File: src/rtl/fetch_pkg.sv
// Shared types and sizes for the instruction fetch front end.
package fetch_pkg;

   localparam int unsigned INSTR_W     = 16;
   localparam int unsigned QUEUE_DEPTH = 2;
   localparam int unsigned CNT_W       = $clog2(QUEUE_DEPTH + 1);

   typedef enum logic [1:0] {
      RUN    = 2'd0,
      WAIT   = 2'd1,
      HALTED = 2'd2
   } fetch_state_t;

   typedef struct packed {
      logic               valid;
      logic [INSTR_W-1:0] data;
   } queue_entry_t;

endpackage

File: src/rtl/fetch_queue.sv
// Two-entry instruction FIFO built as a head/tail shift pair so the head is a plain register.
// Flush beats push; pop together with flush behaves as flush.
module fetch_queue
   import fetch_pkg::*;
(
   input  logic               clk,
   input  logic               reset,
   input  logic               push,
   input  logic [INSTR_W-1:0] push_data,
   input  logic               pop,
   input  logic               flush,
   output logic [INSTR_W-1:0] head_data,
   output logic               head_valid,
   output logic [CNT_W-1:0]   count_c
);

   queue_entry_t head_q;
   queue_entry_t tail_q;

   always_ff @(posedge clk or posedge reset) begin
      if (reset) begin
         head_q <= '0;
         tail_q <= '0;
      end else if (flush) begin
         // Data is kept so the head word holds its last value while empty
         head_q.valid <= 1'b0;
         tail_q.valid <= 1'b0;
      end else begin
         case ({push, pop && head_q.valid})
            2'b01: begin
               if (tail_q.valid) begin
                  head_q       <= tail_q;
                  tail_q.valid <= 1'b0;
               end else begin
                  head_q.valid <= 1'b0;
               end
            end
            2'b10: begin
               if (!head_q.valid) begin
                  head_q <= '{valid: 1'b1, data: push_data};
               end else if (!tail_q.valid) begin
                  tail_q <= '{valid: 1'b1, data: push_data};
               end
            end
            2'b11: begin
               if (tail_q.valid) begin
                  head_q      <= tail_q;
                  tail_q.data <= push_data;
               end else begin
                  head_q.data <= push_data;
               end
            end
            default: ;
         endcase
      end
   end

   assign head_data  = head_q.data;
   assign head_valid = head_q.valid;
   assign count_c    = CNT_W'(head_q.valid) + CNT_W'(tail_q.valid);

endmodule

File: src/rtl/instr_fetch_unit.sv
// Instruction fetch front end: PC, single-outstanding imem reads, 2-entry queue, jump/halt handling.
// Optional FETCH_SKIP_EN adds the skip_enable discard-next-instruction path.
module instr_fetch_unit
   import fetch_pkg::*;
#(
   parameter int unsigned ADDR_W   = 8,
   parameter int unsigned DATA_W   = 16,
   parameter int unsigned RESET_PC = 0
) (
   input  logic              clk,
   input  logic              reset,
   output logic              imem_req,
   output logic [ADDR_W-1:0] imem_addr,
   input  logic              imem_rvalid,
   input  logic [DATA_W-1:0] imem_rdata,
   output logic [DATA_W-1:0] instruction,
   output logic              instr_valid,
   input  logic              instr_ready,
   input  logic              jump_enable,
   input  logic [ADDR_W-1:0] jump_target,
   input  logic              halt,
   input  logic              skip_enable,
   output logic              halted,
   output logic [ADDR_W-1:0] pc
);

   fetch_state_t      state_q, state_d;
   logic [ADDR_W-1:0] pc_d, addr_d;
   logic              req_d, halted_d;
   logic              stale_q, stale_d;
   logic              q_push, q_pop, q_flush;
   logic [CNT_W-1:0]  q_count_c;
   logic              accept, resp;

   assign accept = instr_valid && instr_ready;
   assign resp   = (state_q == WAIT) && imem_rvalid;

`ifdef FETCH_SKIP_EN
   logic skip_q, skip_d;

   always_ff @(posedge clk or posedge reset) begin
      if (reset) skip_q <= 1'b0;
      else       skip_q <= skip_d;
   end
`else
   logic unused_skip;
   assign unused_skip = skip_enable;
`endif

   fetch_queue u_queue (
      .clk       (clk),
      .reset     (reset),
      .push      (q_push),
      .push_data (imem_rdata),
      .pop       (q_pop),
      .flush     (q_flush),
      .head_data (instruction),
      .head_valid(instr_valid),
      .count_c   (q_count_c)
   );

   always_ff @(posedge clk or posedge reset) begin
      if (reset) state_q <= RUN;
      else       state_q <= state_d;
   end

   // Next state, queue control and next values of the registered outputs
   always_comb begin
      state_d  = state_q;
      pc_d     = pc;
      addr_d   = imem_addr;
      req_d    = 1'b0;
      stale_d  = stale_q;
      halted_d = halted;
      q_push   = 1'b0;
      q_pop    = accept;
      q_flush  = 1'b0;
`ifdef FETCH_SKIP_EN
      skip_d   = skip_q;
`endif
      if (state_q != HALTED) begin
         if (halt) begin
            state_d  = HALTED;
            halted_d = 1'b1;
            q_flush  = 1'b1;
            stale_d  = 1'b0;
`ifdef FETCH_SKIP_EN
            skip_d   = 1'b0;
`endif
         end else if (jump_enable) begin
            pc_d    = jump_target;
            q_flush = 1'b1;
            stale_d = (state_q == WAIT) && !imem_rvalid;
            if (resp) state_d = RUN;
`ifdef FETCH_SKIP_EN
            skip_d  = 1'b0;
`endif
         end else begin
            q_push = resp && !stale_q;
            if (resp) begin
               state_d = RUN;
               stale_d = 1'b0;
            end
`ifdef FETCH_SKIP_EN
            // A pending skip only survives while the queue is empty, so it always targets the next push
            if (skip_enable || skip_q) begin
               skip_d = 1'b0;
               if (instr_valid && !instr_ready)                       q_pop   = 1'b1;
               else if (instr_valid && q_count_c == CNT_W'(QUEUE_DEPTH)) q_flush = 1'b1;
               else if (q_push)                                        q_push  = 1'b0;
               else                                                    skip_d  = 1'b1;
            end
`endif
            // Returning data frees the outstanding slot, so the next read can go out back-to-back
            if ((state_q == RUN || resp) &&
                (q_count_c + CNT_W'(q_push)) < CNT_W'(QUEUE_DEPTH)) begin
               req_d   = 1'b1;
               addr_d  = pc;
               pc_d    = pc + ADDR_W'(1);
               state_d = WAIT;
            end
         end
      end
   end

   always_ff @(posedge clk or posedge reset) begin
      if (reset) begin
         imem_req  <= 1'b0;
         imem_addr <= '0;
         pc        <= ADDR_W'(RESET_PC);
         halted    <= 1'b0;
         stale_q   <= 1'b0;
      end else begin
         imem_req  <= req_d;
         imem_addr <= addr_d;
         pc        <= pc_d;
         halted    <= halted_d;
         stale_q   <= stale_d;
      end
   end

endmodule

File: config.mk
export PLATFORM = sky130hd
export DESIGN_NAME = instr_fetch_unit
export DESIGN_NICKNAME = d
export VERILOG_FILES = /design/src/rtl/fetch_pkg.sv /design/src/rtl/fetch_queue.sv /design/src/rtl/instr_fetch_unit.sv
export SDC_FILE = /design/constraint.sdc
export NUM_CORES = 1
export LEC_CHECK = 0
export ABC_AREA = 1
export BUFFER_PORTS_ARGS = -buffer_cell sky130_fd_sc_hd__buf_4
export CORE_ASPECT_RATIO = 0.7
export CORE_MARGIN = 2
export CORE_UTILIZATION = 49
export DETAILED_ROUTE_END_ITERATION = 16
export PLACE_DENSITY = 0.76
export SKIP_CTS_REPAIR_TIMING = 1
export SYNTH_ARGS = -nofsm -noshare
export SYNTH_HDL_FRONTEND = slang
export SYNTH_HIERARCHICAL = 1
export SYNTH_SLANG_ARGS = --single-unit
File: constraint.sdc
create_clock -name clk -period 2.2 [get_ports clk]
set_input_delay 0.33 -clock clk [delete_from_list [all_inputs] [get_ports clk]]
set_output_delay 0.33 -clock clk [all_outputs]
set_load 0.1 [all_outputs]
======== Word level (Yosys, flattened, before mapping) ========
Index checks and enable logic that the tools add are counted.
word-level totals
  input bits .............................. 31
  output and inout port bits .............. 35
  flip-flop bits (word level) ............. 55
operators by class
  bitwise logic cells ..................... 3
  add/subtract/negate cells ............... 3
  reductions and logical operators ........ 24
  equality and inequality tests ........... 12
  $lt $le $gt $ge ......................... 1
  mux-type cells .......................... 32
operator list
  cell                                                                      count
  16-bit two-way mux                                                        5
  17-bit case mux with 3 select lines                                       1
  16-bit case mux with 2 select lines                                       1
  1-bit two-way mux                                                         17
  17-bit two-way mux                                                        1
  8-bit two-way mux                                                         2
  3-bit nonzero test                                                        3
  8-bit by 1-bit adder with 8-bit output (second input constant)            1
  2-bit two-way mux                                                         4
  2-bit AND reduction                                                       4
  4-bit AND reduction                                                       2
  1-bit logical AND                                                         6
  2-bit by 1-bit inequality test with 1-bit output (second input constant)  3
  2-bit inequality test (second input constant)                             3
  3-bit by 2-bit inequality test with 1-bit output (second input constant)  2
  5-bit AND reduction                                                       1
  2-bit by 1-bit equality test with 1-bit output (second input constant)    2
  2-bit equality test (second input constant)                               2
  2-bit nonzero test                                                        2
  4-bit nonzero test                                                        1
  1-bit inverter                                                            3
  3-bit AND reduction                                                       1
  1-bit by 1-bit adder with 2-bit output                                    1
  2-bit by 1-bit adder with 2-bit output                                    1
  5 further kinds                                                           6

======== Logic depth before layout (Yosys ltp) ========
  depth in word-level cells ............... 10
  depth in mapped cells ................... 12

======== By module ========
The synthesis kept the hierarchy.
by module, submodules not included
  module            seq. area each (µm²)  instances  area each (µm²)  cells an instance
  fetch_queue       850.8                 1          1,894.3          264
  instr_fetch_unit  525.5                 1          1,169.9          147

======== Worst setup path before layout ========
Ideal clock, no wire load.
  path kind ............................... register to register
  from .................................... reg u_queue.head_q (netlist bit u_queue/head_valid)
  to ...................................... reg u_queue.head_q (netlist bit u_queue/head_data[10])
  required time ........................... 2.080 ns
  slack ................................... -0.161 ns
  stages on the path, launching flop included .. 12
  data arrival time ....................... 2.241 ns
  library setup time ...................... 0.120 ns
  cell sequence ........................... dfrtp_1 nand2_1 inv_1 nand2_1 ha_1 nor2_2 buf_4 nor2_1 nand2_1 nand2_1 nand2_1 nand2_1
between the ends
  word-level cells in the longest chain between the ends .. 5
  elaborated cells between the ends (all ways) .. 10
ends and longest elaborated chain
  what                                                                                   line                    text
  from (decl)                                                                            fetch_queue.sv:17       queue_entry_t head_q;
  from (signal assigned)                                                                 fetch_queue.sv:32       head_q <= tail_q;
  from (signal assigned)                                                                 fetch_queue.sv:40       head_q <= '{valid: 1'b1, data: push_data};
  from (signal assigned)                                                                 fetch_queue.sv:47       head_q <= tail_q;
  1-bit logical AND *                                                                    instr_fetch_unit.sv:35  assign accept = instr_valid && instr_ready;
  via accept                                                                             instr_fetch_unit.sv:33  logic accept, resp;
  1-bit logical AND *                                                                    fetch_queue.sv:29       case ({push, pop && head_q.valid})
  2-bit equality test or 2-bit by 1-bit equality test with 1-bit output (tied branches)  fetch_queue.sv:29
  2-bit inequality test (no source line), or another cell as far along                   -
  4-bit AND reduction (no source line)                                                   -
Mark *: on every way through the listed nets, which the timed path passes. The rest lies on a longest branch.
A chain may end at the register's enable or synchronous reset.

======== Final worst setup path ========
  from .................................... reg state_q[0]
  to ...................................... reg u_queue.head_q (netlist bit u_queue/head_data[8])
between the ends
  word-level cells in the longest chain between the ends .. 9
  elaborated cells between the ends (all ways) .. 17
ends and longest elaborated chain
  what                                                                                   line                    text
  from (decl)                                                                            instr_fetch_unit.sv:27  fetch_state_t state_q, state_d;
  from (signal assigned)                                                                 instr_fetch_unit.sv:64  else state_q <= state_d;
  2-bit by 1-bit equality test with 1-bit output                                         instr_fetch_unit.sv:36  assign resp = (state_q == WAIT) && imem_rvalid;
  1-bit logical AND                                                                      instr_fetch_unit.sv:36
  1-bit logical AND                                                                      instr_fetch_unit.sv:99  q_push = resp && !stale_q;
  1-bit two-way mux                                                                      instr_fetch_unit.sv:90  end else if (jump_enable) begin
  1-bit two-way mux                                                                      instr_fetch_unit.sv:82  if (halt) begin
  1-bit two-way mux *                                                                    instr_fetch_unit.sv:81  if (state_q != HALTED) begin
  via q_push                                                                             instr_fetch_unit.sv:31  logic q_push, q_pop, q_flush;
  2-bit equality test or 2-bit by 1-bit equality test with 1-bit output (tied branches)  fetch_queue.sv:29
  2-bit inequality test (no source line), or another cell as far along                   -
  4-bit AND reduction (no source line)                                                   -
Marked as above.

==> results.md <==
- Status: finished clean
- CTS clk-pin slew, worst paths: 110 ps
- Max Freq: 489 MHz
- RePlAce Congestion: a little under 0.9
- CP bufs+invs: 2
- Fin worst setup slack: 155 ps
- #FFs+latches synth: 55
- Routed wire per std cell: between 10 and 15 um
- Final Critical Period: 2050 ps
- Most common cell on crit path: nand2_1
- Path type of the worst min-delay path: input pin to async pin
- Post-synthesis sequential area ratio: around 45%
- Initial antenna violation count: 0
- Nets@finish: 521
- GRT Util Overall: about a fifth
- TritonCTS buffer count: 5
- Total number of vias: roughly 2800
- Crit-path slowest cell: dfrtp_1
- Share of cells above drive strength 1: 23.6%
- Clk Latency, worst-skew pair: 310 ps
- Pleak: 2.20 nW
- Final setup fails: 0
- I/O Buffers: 64
- TritonRoute pass-1 iters: 4
- Cell chain of the critical path: nand3_2 > nor4_2 > buf_4 > ha_1 > nor2_2 > buf_12 > nor2_1 > nand2_1 > nand2_1 > nand2_1 > nand2_1
- Final Hold Fails: 0
- Vias in the first global route: about 2500
- Fin cells: about 560
- DR DRC count: 0
- Ports: 66
- Critical Path Max Stage Delay: 460 ps
- Worst Max-Slew Pin Slew: ~820 ps
- Req. time, crit path: 2410 ps
- Final period util: approximately 93%
- Largest net degree at the start of global routing: 22
- Critical path peak fanout: 11
- Layout area overhead: 23.4%
- Core area: between 6000 and 7000 um2
- Yosys warning total: 6
- Avg Vias per Cell: 5.00
- Synth cell types: 26
- DIE WIDTH: approximately 99 um
- Most common cell after layout, fill and taps aside: nand2_1
- Setup crit end kind: flop
- Filler Cells Inserted: 546
- Antenna Nets Post-Route: 0
- Cell area after synthesis: around 3100 um2
- Root buffer cell: clkbuf_8
- Routed wire length: 7.08 mm
- CP arrival: 2250 ps
- CP Launch Type: flop
- Initial DRC count: a little over 200
- Hpwl dp: about 5.1 mm
- Cell Pwr Density: between 500 and 600 nW/um2
- Core Util, Final: 61.7%
- VDD IR max: 0.000258 V
- Starting Density: 50.0%
- Setup TNS: 0 ps
- Avg Cell Area, Syn: 7.46 um2
- Unrepaired setup endpoints after global routing: false
- Clk buf depth: 2
- Most frequent cells in the layout: 178 x nand2_1, 75 x buf_4, 54 x dfrtp_1
- Max cap viols: 0
- Die H: 70.2 um
- N_diodes: 0
- DP Worst Slack: 150 ps
- Mapped Cells: 411
- Clk sink count: 55
- Post-Place Cells: roughly 550
- CTS tree: done
- Slew Limit Fails: 0
- Syn_nets: 450
- Crit path kind: flop to flop
- GRT overflow: 0
- CP delay by family, top: simple AND/OR/NAND/NOR gates
- Die ar.: 6910 um2
- Worst Skew: 15.6 ps
- H-Tree Level Count: 2
- First-pass GRT wire length: 12.0 mm
- Slew HR: 45.0%
- FP Rows: 24
[through the flow]
step | total power [W] | hold WS (ps) | cell area [um2]
3_3_place_gp | 0.00138 | 453 | 3660
2_1_floorplan | 0.00128 | 307 | 3070
4_1_cts | 0.00207 | 194 | 3770
6_report | 0.00206 | 169 | 3780
5_1_grt | 0.00213 | 236 | 3780
3_5_place_dp | 0.00138 | 459 | 3660
[cells by family after synthesis]
family                   count (synthesis)  synth area share, %
AO/OA/AOI/OAI                           15                 3.27
XOR/XNOR                                 2                0.572
adder cells (fa/ha/maj)                  8                 3.27
buffers and inverters                   57                 8.45
flip-flops                              55                 44.9
AND/OR/NAND/NOR                        274                 39.5
[registers in the layout, summed over array words and instances (netlist names)]
name                cells
u_queue/tail_q         17
imem_addr               8
stale_q                 1
imem_req                1
u_queue/head_valid      1
halted                  1
pc                      8
state_q                 2
u_queue/head_data      16
[report_power, final]
group / internal, W / switching [W] / total, W
clock network: 0.000345 / 0.000351 / 0.000696
registers: 0.00103 / 0.0000242 / 0.00105
logic: 0.0000843 / 0.000225 / 0.000309
[per-layer routing]
metal	up-vias	share of wire, %	global-route usage (%)
li1	1427	-	-
met1	1288	49	32.6
met2	79	43	32.0
met3	9	6.5	3.90
met4	0	0.99	4.26
met5	-	0	0
[path summary, 6_finish.rpt]
check / startpoint / slack, ps / endpoint / cells past startpoint
setup / recovery: state_q[0] / 150 / u_queue/head_data[8] / 11
hold / removal: reset / 170 / u_queue/head_data[14] / 2
setup reg to reg: state_q[0] / 150 / u_queue/head_data[8] / 11
hold reg to reg: halted / 480 / halted / 1
max in group asynchronous: reset / 1360 / u_queue/tail_q[7] / 3
min in group clk: imem_rdata[9] / 250 / u_queue/tail_q[9] / 3
[area by class of cell]
cell class              instances  area (um2)  area share (%)
clock buffers                   6        72.6            1.92
clock inverters                 2        38.8            1.03
inverters                      45         173            4.57
multi-input cells             299        1440            38.0
flip-flops and latches         55        1380            36.4
well taps                      78        97.6            2.58
repair buffers                 76         583            15.4
[cell usage after synthesis]
master	number	area share [%]
nor2_1	24	2.9
inv_2	4	0.49
o21bai_1	1	0.25
ha_1	8	3.3
clkbuf_1	2	0.25
xor2_1	2	0.57
nand4_4	2	1.4
buf_4	4	0.98
a21oi_1	2	0.33
nand2_4	3	1.1
nand3_2	3	0.98
o21ai_2	6	1.7
nand2_2	3	0.61
nand2_1	178	22
o21ai_0	6	0.98
nor2_2	5	1.0
dfrtp_1	55	45
buf_8	1	0.49
nand3_1	47	7.7
nand4_1	6	1.2
nor4_1	1	0.20
inv_1	41	5.0
buf_6	2	0.73
buf_2	3	0.49
and2_1	1	0.20
nor2_4	1	0.37
[worst register-to-register path: cells and delay by family (launching register included)]
| family | cells | cell delay (ps) |
|---|---|---|
| and+or+nand+nor | 8 | 900 |
| DFF | 1 | 460 |
| buffers and inverters | 2 | 350 |
| adders and majority gates | 1 | 240 |
Power figures use the tool's default switching activity.
